### src/rtl/pipes.sv
// Shared types, RV64I opcode/funct3 constants and the field-assembly helper
// for the instruction encoder.
package pipes;

    typedef logic [63:0] word_t;
    typedef logic [31:0] u32;

    typedef enum logic [3:0] {
        OpAddi, OpOri, OpAndi, OpXori, OpLd, OpJalr, OpLui, OpAuipc, OpSd, OpJal, OpBeq
    } decode_op_t;

    typedef enum logic [1:0] {
        ErrNone  = 2'b00,
        ErrRange = 2'b01,
        ErrAlign = 2'b10,
        ErrUnsup = 2'b11
    } err_code_t;

    localparam logic [6:0] OpcOpImm  = 7'b0010011;
    localparam logic [6:0] OpcLoad   = 7'b0000011;
    localparam logic [6:0] OpcJalr   = 7'b1100111;
    localparam logic [6:0] OpcLui    = 7'b0110111;
    localparam logic [6:0] OpcAuipc  = 7'b0010111;
    localparam logic [6:0] OpcStore  = 7'b0100011;
    localparam logic [6:0] OpcJal    = 7'b1101111;
    localparam logic [6:0] OpcBranch = 7'b1100011;

    localparam logic [2:0] F3Addi = 3'b000;
    localparam logic [2:0] F3Xori = 3'b100;
    localparam logic [2:0] F3Ori  = 3'b110;
    localparam logic [2:0] F3Andi = 3'b111;
    localparam logic [2:0] F3Ld   = 3'b011;
    localparam logic [2:0] F3Jalr = 3'b000;
    localparam logic [2:0] F3Sd   = 3'b011;
    localparam logic [2:0] F3Beq  = 3'b000;

    localparam u32 NopInstr = 32'h0000_0013;

    typedef struct packed {
        decode_op_t op;
        logic [4:0] rd;
        logic [4:0] rs1;
        logic [4:0] rs2;
        logic [31:0] imm;
        err_code_t   err;
    } s1_t;

    // Only imm[31:0] is needed to build any supported format.
    function automatic u32 encode_instr(input decode_op_t op, input logic [4:0] rd,
                                        input logic [4:0] rs1, input logic [4:0] rs2,
                                        input logic [31:0] imm);
        u32 w;
        w = NopInstr;
        case (op)
            OpAddi:  w = {imm[11:0], rs1, F3Addi, rd, OpcOpImm};
            OpXori:  w = {imm[11:0], rs1, F3Xori, rd, OpcOpImm};
            OpOri:   w = {imm[11:0], rs1, F3Ori, rd, OpcOpImm};
            OpAndi:  w = {imm[11:0], rs1, F3Andi, rd, OpcOpImm};
            OpLd:    w = {imm[11:0], rs1, F3Ld, rd, OpcLoad};
            OpJalr:  w = {imm[11:0], rs1, F3Jalr, rd, OpcJalr};
            OpLui:   w = {imm[31:12], rd, OpcLui};
            OpAuipc: w = {imm[31:12], rd, OpcAuipc};
            OpSd:    w = {imm[11:5], rs2, rs1, F3Sd, imm[4:0], OpcStore};
            OpJal:   w = {imm[20], imm[10:1], imm[11], imm[19:12], rd, OpcJal};
            OpBeq:   w = {imm[12], imm[10:5], rs2, rs1, F3Beq, imm[4:1], imm[11], OpcBranch};
            default: w = NopInstr;
        endcase
        return w;
    endfunction

endpackage

### src/rtl/imm_range_check.sv
// Combinational legality check of an immediate against the format of its op.
// Priority: unsupported op, then misalignment, then range.
module imm_range_check
    import pipes::*;
(
    input  decode_op_t op_i,
    input  word_t      imm_i,
    output err_code_t  err_code_o
);

    logic fits_i, fits_u, fits_j, fits_b;

    // A field fits when every bit above its sign bit replicates that sign bit.
    assign fits_i = (&imm_i[63:11]) | ~(|imm_i[63:11]);
    assign fits_u = (&imm_i[63:31]) | ~(|imm_i[63:31]);
    assign fits_j = (&imm_i[63:20]) | ~(|imm_i[63:20]);
    assign fits_b = (&imm_i[63:12]) | ~(|imm_i[63:12]);

    always_comb begin
        err_code_o = ErrNone;
        case (op_i)
            OpAddi, OpOri, OpAndi, OpXori, OpLd, OpJalr, OpSd: begin
                if (!fits_i) err_code_o = ErrRange;
            end
            OpLui, OpAuipc: begin
                if (imm_i[11:0] != 12'd0) err_code_o = ErrAlign;
                else if (!fits_u)         err_code_o = ErrRange;
            end
            OpJal: begin
                if (imm_i[0])     err_code_o = ErrAlign;
                else if (!fits_j) err_code_o = ErrRange;
            end
            OpBeq: begin
                if (imm_i[0])     err_code_o = ErrAlign;
                else if (!fits_b) err_code_o = ErrRange;
            end
            default: err_code_o = ErrUnsup;
        endcase
    end

endmodule

### src/rtl/inst_encoder.sv
// Two-stage RV64I instruction encoder: S1 holds the request and its check
// result, S2 holds the assembled word; valid/ready on both sides.
module inst_encoder
    import pipes::*;
#(
    parameter int unsigned ERR_CNT_W = 16
) (
    input  logic                 clk,
    input  logic                 reset,
    input  logic                 in_valid,
    output logic                 in_ready,
    input  decode_op_t           in_op,
    input  logic [4:0]           in_rd,
    input  logic [4:0]           in_rs1,
    input  logic [4:0]           in_rs2,
    input  word_t                in_imm,
    output logic                 out_valid,
    input  logic                 out_ready,
    output u32                   out_instr,
    output logic                 out_err,
    output err_code_t            out_err_code,
    output logic [ERR_CNT_W-1:0] err_count
);

    err_code_t chk_err;

    imm_range_check u_imm_range_check (
        .op_i       (in_op),
        .imm_i      (in_imm),
        .err_code_o (chk_err)
    );

    logic                 s1_valid_q, s1_valid_d;
    s1_t                  s1_q, s1_d;
    logic                 s2_valid_q, s2_valid_d;
    u32                   s2_instr_q, s2_instr_d;
    err_code_t            s2_err_q, s2_err_d;
    logic [ERR_CNT_W-1:0] err_cnt_q, err_cnt_d;
    logic                 s1_en, s2_en;

    assign s2_en = !s2_valid_q || out_ready;
    assign s1_en = !s1_valid_q || s2_en;

    always_comb begin
        s1_valid_d = s1_valid_q;
        s1_d       = s1_q;
        if (s1_en) begin
            s1_valid_d = in_valid;
            if (in_valid) begin
                s1_d.op  = in_op;
                s1_d.rd  = in_rd;
                s1_d.rs1 = in_rs1;
                s1_d.rs2 = in_rs2;
                s1_d.imm = in_imm[31:0];
                s1_d.err = chk_err;
            end
        end

        s2_valid_d = s2_valid_q;
        s2_instr_d = s2_instr_q;
        s2_err_d   = s2_err_q;
        if (s2_en) begin
            s2_valid_d = s1_valid_q;
            if (s1_valid_q) begin
                s2_err_d   = s1_q.err;
                s2_instr_d = (s1_q.err == ErrNone) ?
                             encode_instr(s1_q.op, s1_q.rd, s1_q.rs1, s1_q.rs2, s1_q.imm) :
                             NopInstr;
            end
        end

        err_cnt_d = err_cnt_q;
        if (s2_valid_q && out_ready && (s2_err_q != ErrNone) && (err_cnt_q != '1)) begin
            err_cnt_d = err_cnt_q + ERR_CNT_W'(1);
        end
    end

    always_ff @(posedge clk) begin
        if (reset) begin
            s1_valid_q <= 1'b0;
            s1_q       <= '0;
            s2_valid_q <= 1'b0;
            s2_instr_q <= '0;
            s2_err_q   <= ErrNone;
            err_cnt_q  <= '0;
        end else begin
            s1_valid_q <= s1_valid_d;
            s1_q       <= s1_d;
            s2_valid_q <= s2_valid_d;
            s2_instr_q <= s2_instr_d;
            s2_err_q   <= s2_err_d;
            err_cnt_q  <= err_cnt_d;
        end
    end

    assign in_ready     = !reset && (!s1_valid_q || !s2_valid_q || out_ready);
    assign out_valid    = s2_valid_q;
    assign out_instr    = s2_instr_q;
    assign out_err_code = s2_err_q;
    assign out_err      = (s2_err_q != ErrNone);
    assign err_count    = err_cnt_q;

endmodule

### config.mk
export PLATFORM = sky130hd
export DESIGN_NAME = inst_encoder
export DESIGN_NICKNAME = d
export VERILOG_FILES = /design/src/rtl/pipes.sv /design/src/rtl/imm_range_check.sv /design/src/rtl/inst_encoder.sv
export SDC_FILE = /design/constraint.sdc
export NUM_CORES = 1
export LEC_CHECK = 0
export ABC_CLOCK_PERIOD_IN_PS = 2400
export BUFFER_PORTS_ARGS = -buffer_cell sky130_fd_sc_hd__buf_2
export CAP_MARGIN = 0
export CORE_ASPECT_RATIO = 1.2
export CORE_MARGIN = 5
export CORE_UTILIZATION = 50
export DETAILED_ROUTE_END_ITERATION = 10
export PLACE_DENSITY = 0.79
export SETUP_SLACK_MARGIN = 0.1
export SLEW_MARGIN = 25
export SYNTH_ARGS = -nofsm -noshare
export SYNTH_HDL_FRONTEND = slang
export SYNTH_SLANG_ARGS = --single-unit
### constraint.sdc
create_clock -name clk -period 2.4 [get_ports clk]
set_clock_uncertainty 0.1 [all_clocks]
set_input_delay 0.24 -clock clk [delete_from_list [all_inputs] [get_ports clk]]
set_output_delay 0.24 -clock clk [all_outputs]
set_load 0.05 [all_outputs]
==> out/results.env, run 1 <==
RESULT_OF_THE_RUN='finished, final reports clean'
DRT_ITER0_MARKERS=337
TIMING.FINAL.CRIT_SHARE=0.830
PORT-BUFFER-COUNT=139
POST-ROUTE-WORST-SETUP-SLACK_NS=0.409
SYNTH_AREA_UM2=4730
CORE_UM2=9370
FLOORPLAN.INITIALDENSITY=0.505
FILL_CELLS=857
GRT_PASS1_WL_UM=21600
SYNTH-EDFF-COUNT=0
CTS.CLK_SLEW.WORST_PATHS_NS=0.06
GRT_OVERFLOW_TOTAL=0
CTS_HOLD_BUF=0
PEAKVDDDROP_uV=279
SYNTHDISTINCTLIBCELLS=55
POWER.LEAKAGE_nW=2.42
CP.ARRIVAL_NS=2.11
CTSRESIZECOUNT=0
CRITICAL_PATH.MAX_FANOUT=13
WIRELENGTH_UM=13200
YS_WARN_COUNT=0
IOS=140
WORST_HOLD_STARTPOINT='in_rd[4]'
DRT_FIRST_PASS_ITERS=5
GRT_MAX_DEGREE=53
WORST_HOLD_PATH_TYPE='input pin to register'
STARTPOINT='err_count[0]$_SDFFE_PP0P_'
TRITONCTS='built'
DRV.MAX_CAP_VIOLATION_COUNT=0
FIRST_GLOBAL_VIAS=4570
FINAL-MAX-SLEW-VIOLATION-COUNT=0
CLK_ROOT_BUFFER_CELL='sky130_fd_sc_hd__clkbuf_16'
TIMING.CRITICAL_PATH.TO_TYPE='register'
ANTENNA_FOUND_INITIAL=0
CP-START-KIND='register'
GRTUSAGETOTAL=0.230
TRITONCTS_NUM_SINKS=104
ANTENNA-DIODE-COUNT=0
POWER_DENSITY_nW_PER_UM2=633
RSZ0062_AT_GRT='false'
VIAS_PER_CELL=5.63
ANTENNA_VIOLATING_NETS_POST_ROUTE=0
WORST-SETUP-PATH-TYPE='register to register'
TNS_NS=0
DIEWIDTH_UM=98.8
FINAL_CELL_MIX='sky130_fd_sc_hd__buf_2 (138), sky130_fd_sc_hd__nand2_1 (128), sky130_fd_sc_hd__dfxtp_1 (104)'
NETS_IN_THE_SYNTHESIZED_NETLIST=702
MAX_CLOCK_FREQ_MHz=502
FLOORPLAN.DIE.HEIGHT_UM=117
MAXSLEWHEADROOM=0.641
FLOORPLAN.ROWS=39
POST-ROUTE-DRC-COUNT=0
TRITONCTS.NUM_BUFFERS=9
FINALWEIGHTEDCONGESTION=0.954
SYNTHCELLS=614
LAYOUT.CELLS.MOST_COMMON='sky130_fd_sc_hd__buf_2'
LAYOUT.NETS=823
LAYOUT.CORE_UTILIZATION=0.616
FF2FF_SETUP_SLACK_NS=0.41
SEQ_AREA_FRAC_SYNTH=0.440
DIEAREA_UM2=11500
HOLD_VIOLATIONS=0
SYNTH-SEQ-CELLS=104
WORST_PIN_SLEW_NS=0.525
DETAILEDPLACEMENTHPWL_UM=10100
POST_DRT_WL_PER_CELL_UM=15.3
SYNTHESIS.AREA_PER_INSTANCE_UM2=7.71
ASYNC_RESET_FF_FRAC=0
RR_STARTPOINT='err_count[0]$_SDFFE_PP0P_'
FRACTION_OF_LAYOUT_INSTANCES_USING_A_DRIVE_STRENGTH_ABOVE_1=0.245
CTS_SETUP_BUFFERS=0
CP.REQUIRED_NS=2.52
CTS-ROOT-TO-SINK-BUFFERS=2
DP_SLACK_NS=0.232
CTSHTREEMAXLEVEL=3
AREA_GROWTH_PCT=22.0
SYNTHFLOPTYPE='sky130_fd_sc_hd__dfxtp_1'
VIA_COUNT=4852
CLOCK_LATENCY_NS=0.34
MIN_PERIOD_NS=1.99
TIMING.FINAL.SETUP_VIOLATIONS=0
-- synth_stat cells, drive strengths merged, types with 2 or more instances --
master    n  area (um^2)
nand2   128          480
dfxtp   104         2080
a21oi    92          468
nor2     84          330
clkbuf   25         93.8
nand4    18          113
nor4     17          113
buf      16          104
a22oi    12         90.1
xor2     12          105
nand3    10         50.1
nor3     10         50.1
o21ai    10         50.1
inv       7         26.3
and3      6         37.5
a222oi    5         50.1
nand2b    5         38.8
xnor2     5         43.8
and2      4         25.0
and4      4         35.0
mux2i     4         40.0
a211oi    3         22.5
a31oi     3         18.8
nor2b     3         26.3
a22o      2         17.5
a41oi     2         17.5
o22ai     2         12.5
o32ai     2         17.5
or4       2         18.8
-- final timing paths --
check | endpoint | cells past startpoint
worst max-delay path | err_count[9]$_SDFFE_PP0P_ | 7
worst min-delay path | s1_q[48]$_SDFFE_PP0P_ | 3
worst max register to register | err_count[9]$_SDFFE_PP0P_ | 7
worst min register to register | s1_q[42]$_SDFFE_PP0P_ | 2
-- power breakdown --
part	total (mW)	internal (mW)	switching (mW)
registers	1.85	1.79	0.0581
logic	0.456	0.168	0.288
clock network	1.35	0.755	0.593
-- registers in the layout (all words and copies together), names as in the netlist --
register	flops
err_count	16
out_err_code	2
out_instr	31
out_valid	1
s1_q	53
s1_valid_q	1
-- per-stage QoR --
stage	hold WS, ns	cells	power (mW)	instance area, um^2
after floorplan	0.261	614	2.16	4730
after global placement	0.344	847	2.32	5500
after detailed placement	0.346	847	2.34	5500
after CTS	0.0257	862	3.67	5770
after global routing	0.0399	862	3.79	5770
final	0.0342	862	3.65	5770
-- layer usage --
metal,vias to the layer above,track usage,part of all wire
met4,0,0.102,0.033
met1,2222,0.291,0.42
li1,2387,-,-
met2,214,0.384,0.47
met3,29,0.0442,0.071
met5,-,0,0
-- kinds of logic after synthesis --
group                    synth area share
buffers and inverters              0.0473
AND/OR/NAND/NOR                     0.288
adder cells (fa/ha/maj)           0.00264
multiplexers                       0.0108
AO/OA/AOI/OAI                       0.180
XOR/XNOR                           0.0315
flip-flops                          0.440
-- critical path, stage by stage, from the launching register on --
cell,delay [ns]
sky130_fd_sc_hd__dfxtp_1,0.40
sky130_fd_sc_hd__ha_1,0.21
sky130_fd_sc_hd__and3_1,0.21
sky130_fd_sc_hd__nand3_1,0.09
sky130_fd_sc_hd__o31a_1,0.45
sky130_fd_sc_hd__nand4_1,0.18
sky130_fd_sc_hd__xor2_1,0.17
sky130_fd_sc_hd__nor2_1,0.05
-- area by class of cell --
type / count / area, um^2 / share of cell area
clock inverters: 2 / 15.0 / 0.00260
well taps: 123 / 154 / 0.0267
inverters: 7 / 26.3 / 0.00455
multi-input cells: 462 / 2430 / 0.422
repair buffers: 151 / 801 / 0.139
clock buffers: 13 / 260 / 0.0451
flip-flops and latches: 104 / 2080 / 0.361
No activity file was read; power rests on OpenSTA's default activity.
==> run 2: changes to the inputs <==
Settings changed: ABC_CLOCK_PERIOD_IN_PS 2400 to 1950.
Clock period 2.4 ns to 1.95 ns, I/O delays scaled along.
==> run 2 against run 1 <==
Cell area rose by 5.7%. Largest power group unchanged. Register-to-register slack lost 0.24 ns. Critical endpoint unchanged. Power is 24% higher. Critical path type unchanged. Flip-flop and latch count unchanged. Combinational power increased by 36%. Critical path depth grew 1. Non-clock buffer count increased by 30. Largest cell class unchanged. Wire length up 2.7%. Final cell count rose by 3.6%. Sequential power up 22%.
==> out/results.env, run 2 (same netlist as run 1, synthesis figures left out) <==
WORST_HOLD_PATH_TYPE='input pin to register'
GRT_OVERFLOW_TOTAL=0
DETAILEDPLACEMENTHPWL_UM=10100
TIMING.CRITICAL_PATH.TO_TYPE='register'
CRIT_PATH_CELL_TRACE='ha_4 > and3_4 > nand3_1 > o31a_1 > buf_4 > nand4_1 > xor2_1 > nor2_1'
HOLD_VIOLATIONS=0
FINAL-MAX-SLEW-VIOLATION-COUNT=0
LAYOUT.NETS=853
MIN_PERIOD_NS=1.78
PORT-BUFFER-COUNT=139
MAX_STAGE_DELAY_NS=0.38
MAXSLEWHEADROOM=0.675
GRT_MAX_DEGREE=53
MAX_CLOCK_FREQ_MHz=560
POST_DRT_WL_PER_CELL_UM=15.2
FINALWEIGHTEDCONGESTION=0.926
FAMILY_OF_CELLS_WITH_THE_GREATEST_SUMMED_DELAY_ON_THE_CRITICAL_PATH='simple AND/OR/NAND/NOR gates'
FINAL_CELL_MIX='sky130_fd_sc_hd__buf_2 (138), sky130_fd_sc_hd__nand2_1 (128), sky130_fd_sc_hd__a21oi_1 (90)'
VIAS_PER_CELL=5.61
POST-ROUTE-DRC-COUNT=0
PEAKVDDDROP_uV=370
CRITICAL_PATH.MAX_FANOUT=9
FLOORPLAN.DIE.HEIGHT_UM=117
FLOORPLAN.INITIALDENSITY=0.505
TIMING.FINAL.SETUP_VIOLATIONS=0
FIRST_GLOBAL_VIAS=4639
TRITONCTS.NUM_BUFFERS=9
LARGEST_REGISTER_FF_COUNT=53
FRACTION_OF_LAYOUT_INSTANCES_USING_A_DRIVE_STRENGTH_ABOVE_1=0.274
LAYOUT.CELLS.MOST_COMMON='sky130_fd_sc_hd__buf_2'
TNS_NS=0
WORST_PIN_SLEW_NS=0.488
DIEAREA_UM2=11500
HOLD-WORST-SLACK_NS=0.0119
ANTENNA_VIOLATING_NETS_POST_ROUTE=0
FLOORPLAN.ROWS=39
IOS=140
WIRELENGTH_UM=13600
CP-START-KIND='register'
WORST-SETUP-PATH-TYPE='register to register'
CLK_ROOT_BUFFER_CELL='sky130_fd_sc_hd__clkbuf_16'
TIMING.CRITICAL_PATH.SLOWEST_STAGE_CELL='sky130_fd_sc_hd__dfxtp_4'
CP.REQUIRED_NS=2.07
TRITONCTS_NUM_SINKS=104
GRTUSAGETOTAL=0.230
DRT_ITER0_MARKERS=347
CRITICAL_PATH_BUF_INV_COUNT=1
DIEWIDTH_UM=98.8
VIA_COUNT=5008
POWER.LEAKAGE_nW=2.56
CTS-ROOT-TO-SINK-BUFFERS=2
CORE_UM2=9370
GRT_PASS1_WL_UM=21600
ANTENNA_FOUND_INITIAL=0
BIGGEST_REGISTER='s1_q'
CLOCK_LATENCY_NS=0.34
RSZ0062_AT_GRT='true'
DRV.MAX_CAP_VIOLATION_COUNT=0
CTSHTREEMAXLEVEL=3
CTS_SETUP_BUFFERS=0
RESULT_OF_THE_RUN='finished, final reports clean'
TIMING.FINAL.CRIT_SHARE=0.915
TRITONCTS='built'
DRT_FIRST_PASS_ITERS=5
AREA_GROWTH_PCT=29.0
CP.ARRIVAL_NS=1.90
POWER_DENSITY_nW_PER_UM2=740
ANTENNA-DIODE-COUNT=0
CTS.CLK_SLEW.WORST_PATHS_NS=0.06
[run 2: final cells by class]
class,instances,area [um^2]
Clock buffer,13,250
Clock inverter,3,17.5
Fill cell,840,3270
Inverter,7,26.3
Multi-Input combinational cell,462,2460
Sequential cell,104,2120
Tap cell,123,154
Timing Repair Buffer,181,1070
[run 2: worst paths after layout]
kind | slack [ns] | depth (start not counted) | start | to
worst max register to register | 0.17 | 8 | err_count[0]$_SDFFE_PP0P_ | err_count[9]$_SDFFE_PP0P_
worst max-delay path | 0.17 | 8 | err_count[0]$_SDFFE_PP0P_ | err_count[9]$_SDFFE_PP0P_
worst min-delay path | 0.01 | 3 | in_rs1[0] | s1_q[39]$_SDFFE_PP0P_
worst min register to register | 0.35 | 2 | out_instr[4]$_SDFFE_PP0P_ | out_instr[4]$_SDFFE_PP0P_
[run 2: per-stage QoR]
| step | cells | util | cell area (um^2) | worst slack [ns] | total power [mW] |
|---|---|---|---|---|---|
| detailed placement | 858 | 0.600 | 5630 | -0.00951 | 2.89 |
| global placement | 858 | 0.600 | 5630 | 0.0799 | 2.87 |
| finish | 893 | 0.651 | 6100 | 0.165 | 4.51 |
| global route | 893 | 0.651 | 6100 | 0.0571 | 4.69 |
| CTS | 893 | 0.650 | 6090 | 0.115 | 4.55 |
| floorplan | 614 | - | 4780 | 0.0469 | 2.65 |
[run 2: worst register-to-register path: stages (launching register included)]
cell and delay, ns:
sky130_fd_sc_hd__dfxtp_4 0.38, sky130_fd_sc_hd__ha_4 0.14, sky130_fd_sc_hd__and3_4 0.18, sky130_fd_sc_hd__nand3_1 0.08
sky130_fd_sc_hd__o31a_1 0.27, sky130_fd_sc_hd__buf_4 0.17, sky130_fd_sc_hd__nand4_1 0.12, sky130_fd_sc_hd__xor2_1 0.17
sky130_fd_sc_hd__nor2_1 0.06
[run 2: power breakdown]
part	internal, mW	switching, mW
Clock	0.898	0.737
Combinational	0.245	0.372
Sequential	2.19	0.0669
Total	3.34	1.18
[run 2: routing by layer]
layer,global-route usage,up-vias,wire (um),share of wire
li1,-,2437,-,-
met1,0.296,2298,5740,0.42
met2,0.365,232,6260,0.46
met3,0.0418,41,998,0.073
met4,0.131,0,577,0.042
met5,0,-,0,0
[run 2: repair_timing]
action	in CTS	in global routing
setup endpoints to repair	1	30
gates resized for setup	2	7
hold endpoints to repair	19	0
gates cloned	0	0
pin swaps	0	1
hold buffers	19	0
==> run 3: changes to the inputs <==
Settings changed: PLACE_DENSITY 0.79 to 0.76.
==> run 3 against run 2 <==
Utilization grew 1.6 points. Global-route usage grew 0.85 points. First-iteration DRC count shrank 28%. Via count grew 0.18%. Die area is the same. Cell area grew 2.4%. Final cell count grew 0.22%. Largest cell class unchanged. Highest routed layer unchanged.
==> out/results.env, run 3 (same netlist as run 1, synthesis figures left out) <==
TNS_NS=0
PORT-BUFFER-COUNT=139
POWER.LEAKAGE_nW=2.63
IOS=140
DIEAREA_UM2=11500
MIN_PERIOD_NS=1.85
WORST_HOLD_PATH_TYPE='input pin to register'
HOLD_VIOLATIONS=0
FIRST_GLOBAL_VIAS=4785
FRACTION_OF_LAYOUT_INSTANCES_USING_A_DRIVE_STRENGTH_ABOVE_1=0.290
DRT_FIRST_PASS_ITERS=5
RESULT_OF_THE_RUN='finished, final reports clean'
CTS-ROOT-TO-SINK-BUFFERS=2
TIMING.FINAL.SETUP_VIOLATIONS=0
WIRELENGTH_UM=14400
CP.REQUIRED_NS=2.08
FINALWEIGHTEDCONGESTION=0.875
POST_DRT_WL_PER_CELL_UM=16.1
DRV.MAX_CAP_VIOLATION_COUNT=0
TIMING.FINAL.CRIT_SHARE=0.949
VIA_COUNT=5017
FLOORPLAN.INITIALDENSITY=0.505
FILL_CELLS=806
LAYOUT.CORE_UTILIZATION=0.667
CTSHTREEMAXLEVEL=3
LARGEST_REGISTER_FF_COUNT=53
ANTENNA_VIOLATING_NETS_POST_ROUTE=0
POWER_DENSITY_nW_PER_UM2=790
FLOORPLAN.ROWS=39
FLOORPLAN.DIE.HEIGHT_UM=117
BIGGEST_REGISTER='s1_q'
WORST-SETUP-PATH-TYPE='register to register'
TRITONCTS.NUM_BUFFERS=9
LAYOUT.CELLS.MOST_COMMON='sky130_fd_sc_hd__buf_2'
CP-START-KIND='register'
POST-ROUTE-DRC-COUNT=0
TRITONCTS_NUM_SINKS=104
GRTUSAGETOTAL=0.239
CTS.CLK_SLEW.WORST_PATHS_NS=0.07
MAX_CLOCK_FREQ_MHz=540
DETAILEDPLACEMENTHPWL_UM=10400
CP.ARRIVAL_NS=1.98
ANTENNA_FOUND_INITIAL=0
CRITICAL_PATH.MAX_FANOUT=6
GRT_OVERFLOW_TOTAL=0
FINAL_CELL_MIX='sky130_fd_sc_hd__buf_2 (138), sky130_fd_sc_hd__nand2_1 (126), sky130_fd_sc_hd__a21oi_1 (90)'
DIEWIDTH_UM=98.8
TIMING.CRITICAL_PATH.TO_TYPE='register'
FINAL-MAX-SLEW-VIOLATION-COUNT=0
LAYOUT.NETS=855
DRT_ITER0_MARKERS=251
GRT_PASS1_WL_UM=22500
TRITONCTS='built'
WORST_PIN_SLEW_NS=0.443
CORE_UM2=9370
AREA_GROWTH_PCT=32.1
CLOCK_LATENCY_NS=0.35
RSZ0062_AT_GRT='true'
GRT_MAX_DEGREE=42
VIAS_PER_CELL=5.61
PEAKVDDDROP_uV=359
MAXSLEWHEADROOM=0.702
HOLD-WORST-SLACK_NS=0.00611
ANTENNA-DIODE-COUNT=0
CLK_ROOT_BUFFER_CELL='sky130_fd_sc_hd__clkbuf_16'
-- run 3: changes by cell type in the layout (fill, tap and decap cells not counted), moves of 2 or more --
cell | before | now
sky130_fd_sc_hd__dfxtp_2 | 7 | 9
sky130_fd_sc_hd__or4_4 | 1 | 3
sky130_fd_sc_hd__dlygate4sd3_1 | 19 | 16
sky130_fd_sc_hd__bufinv_16 | 0 | 3
sky130_fd_sc_hd__nand2_1 | 128 | 126
sky130_fd_sc_hd__dfxtp_4 | 9 | 7
sky130_fd_sc_hd__clkbuf_1 | 3 | 0
sky130_fd_sc_hd__clkinv_2 | 2 | 0
-- run 3: final timing paths --
kind	from	to	slack (ns)	cells after the start
max	err_count[0]$_SDFFE_PP0P_	err_count[10]$_SDFFE_PP0P_	0.1	8
min	in_imm[15]	s1_q[17]$_SDFFE_PP0P_	0.006	3
max reg2reg	err_count[0]$_SDFFE_PP0P_	err_count[10]$_SDFFE_PP0P_	0.1	8
min reg2reg	s1_q[47]$_SDFFE_PP0P_	s1_q[47]$_SDFFE_PP0P_	0.36	2
-- run 3: worst max-delay path, stage by stage (launching register included) --
cell and delay, ns:
sky130_fd_sc_hd__dfxtp_4 0.37, sky130_fd_sc_hd__ha_4 0.14, sky130_fd_sc_hd__and3_4 0.20, sky130_fd_sc_hd__nand3_2 0.07, sky130_fd_sc_hd__o31a_1 0.37, sky130_fd_sc_hd__clkbuf_16 0.19
sky130_fd_sc_hd__nand3_1 0.09, sky130_fd_sc_hd__xor2_1 0.16, sky130_fd_sc_hd__nor2_1 0.06
-- run 3: stage by stage --
step                      instance area, um^2  total power [mW]  setup slack [ns]  std cells
after floorplan                          4780              2.65            0.0469        614
after global placement                   5620              2.88            0.0758        856
after detailed placement                 5620              2.89            0.0693        856
after CTS                                6130              4.93             0.105        888
after global routing                     6250              5.09            0.0287        895
final                                    6250              4.94            0.0988        895
-- run 3: power by group --
group | total [mW] | switching, mW | internal [mW] | leakage (nW)
registers | 2.27 | 0.0704 | 2.20 | 0.859
clock network | 2.04 | 0.791 | 1.25 | 0.160
logic | 0.627 | 0.381 | 0.246 | 1.61
-- run 3: cell type report --
class / instances / area, um^2 / area share
clock inverter: 7 / 118 / 0.0188
tap: 123 / 154 / 0.0246
multi-input combinational: 464 / 2510 / 0.402
sequential: 104 / 2120 / 0.339
timing repair buffer: 181 / 1100 / 0.175
inverter: 7 / 26.3 / 0.00420
clock buffer: 9 / 225 / 0.0360
-- run 3: per-layer routing --
layer  vias to the layer above  GRT usage  part of all wire
li1                       2454          -                 -
met1                      2335      0.292              0.42
met2                       196      0.409              0.48
met3                        32     0.0508             0.070
met4                         0      0.101             0.024
met5                         -          0                 0
-- run 3: what timing repair did --
item                                   4_1_cts  5_1_grt
buffers inserted                             0        4
pin swaps                                    0        8
endpoints found under the hold margin       16        0
hold buffers                                16        0
gates cloned                                 0        3
setup endpoints to repair                    2       53
resized for setup                            1       14
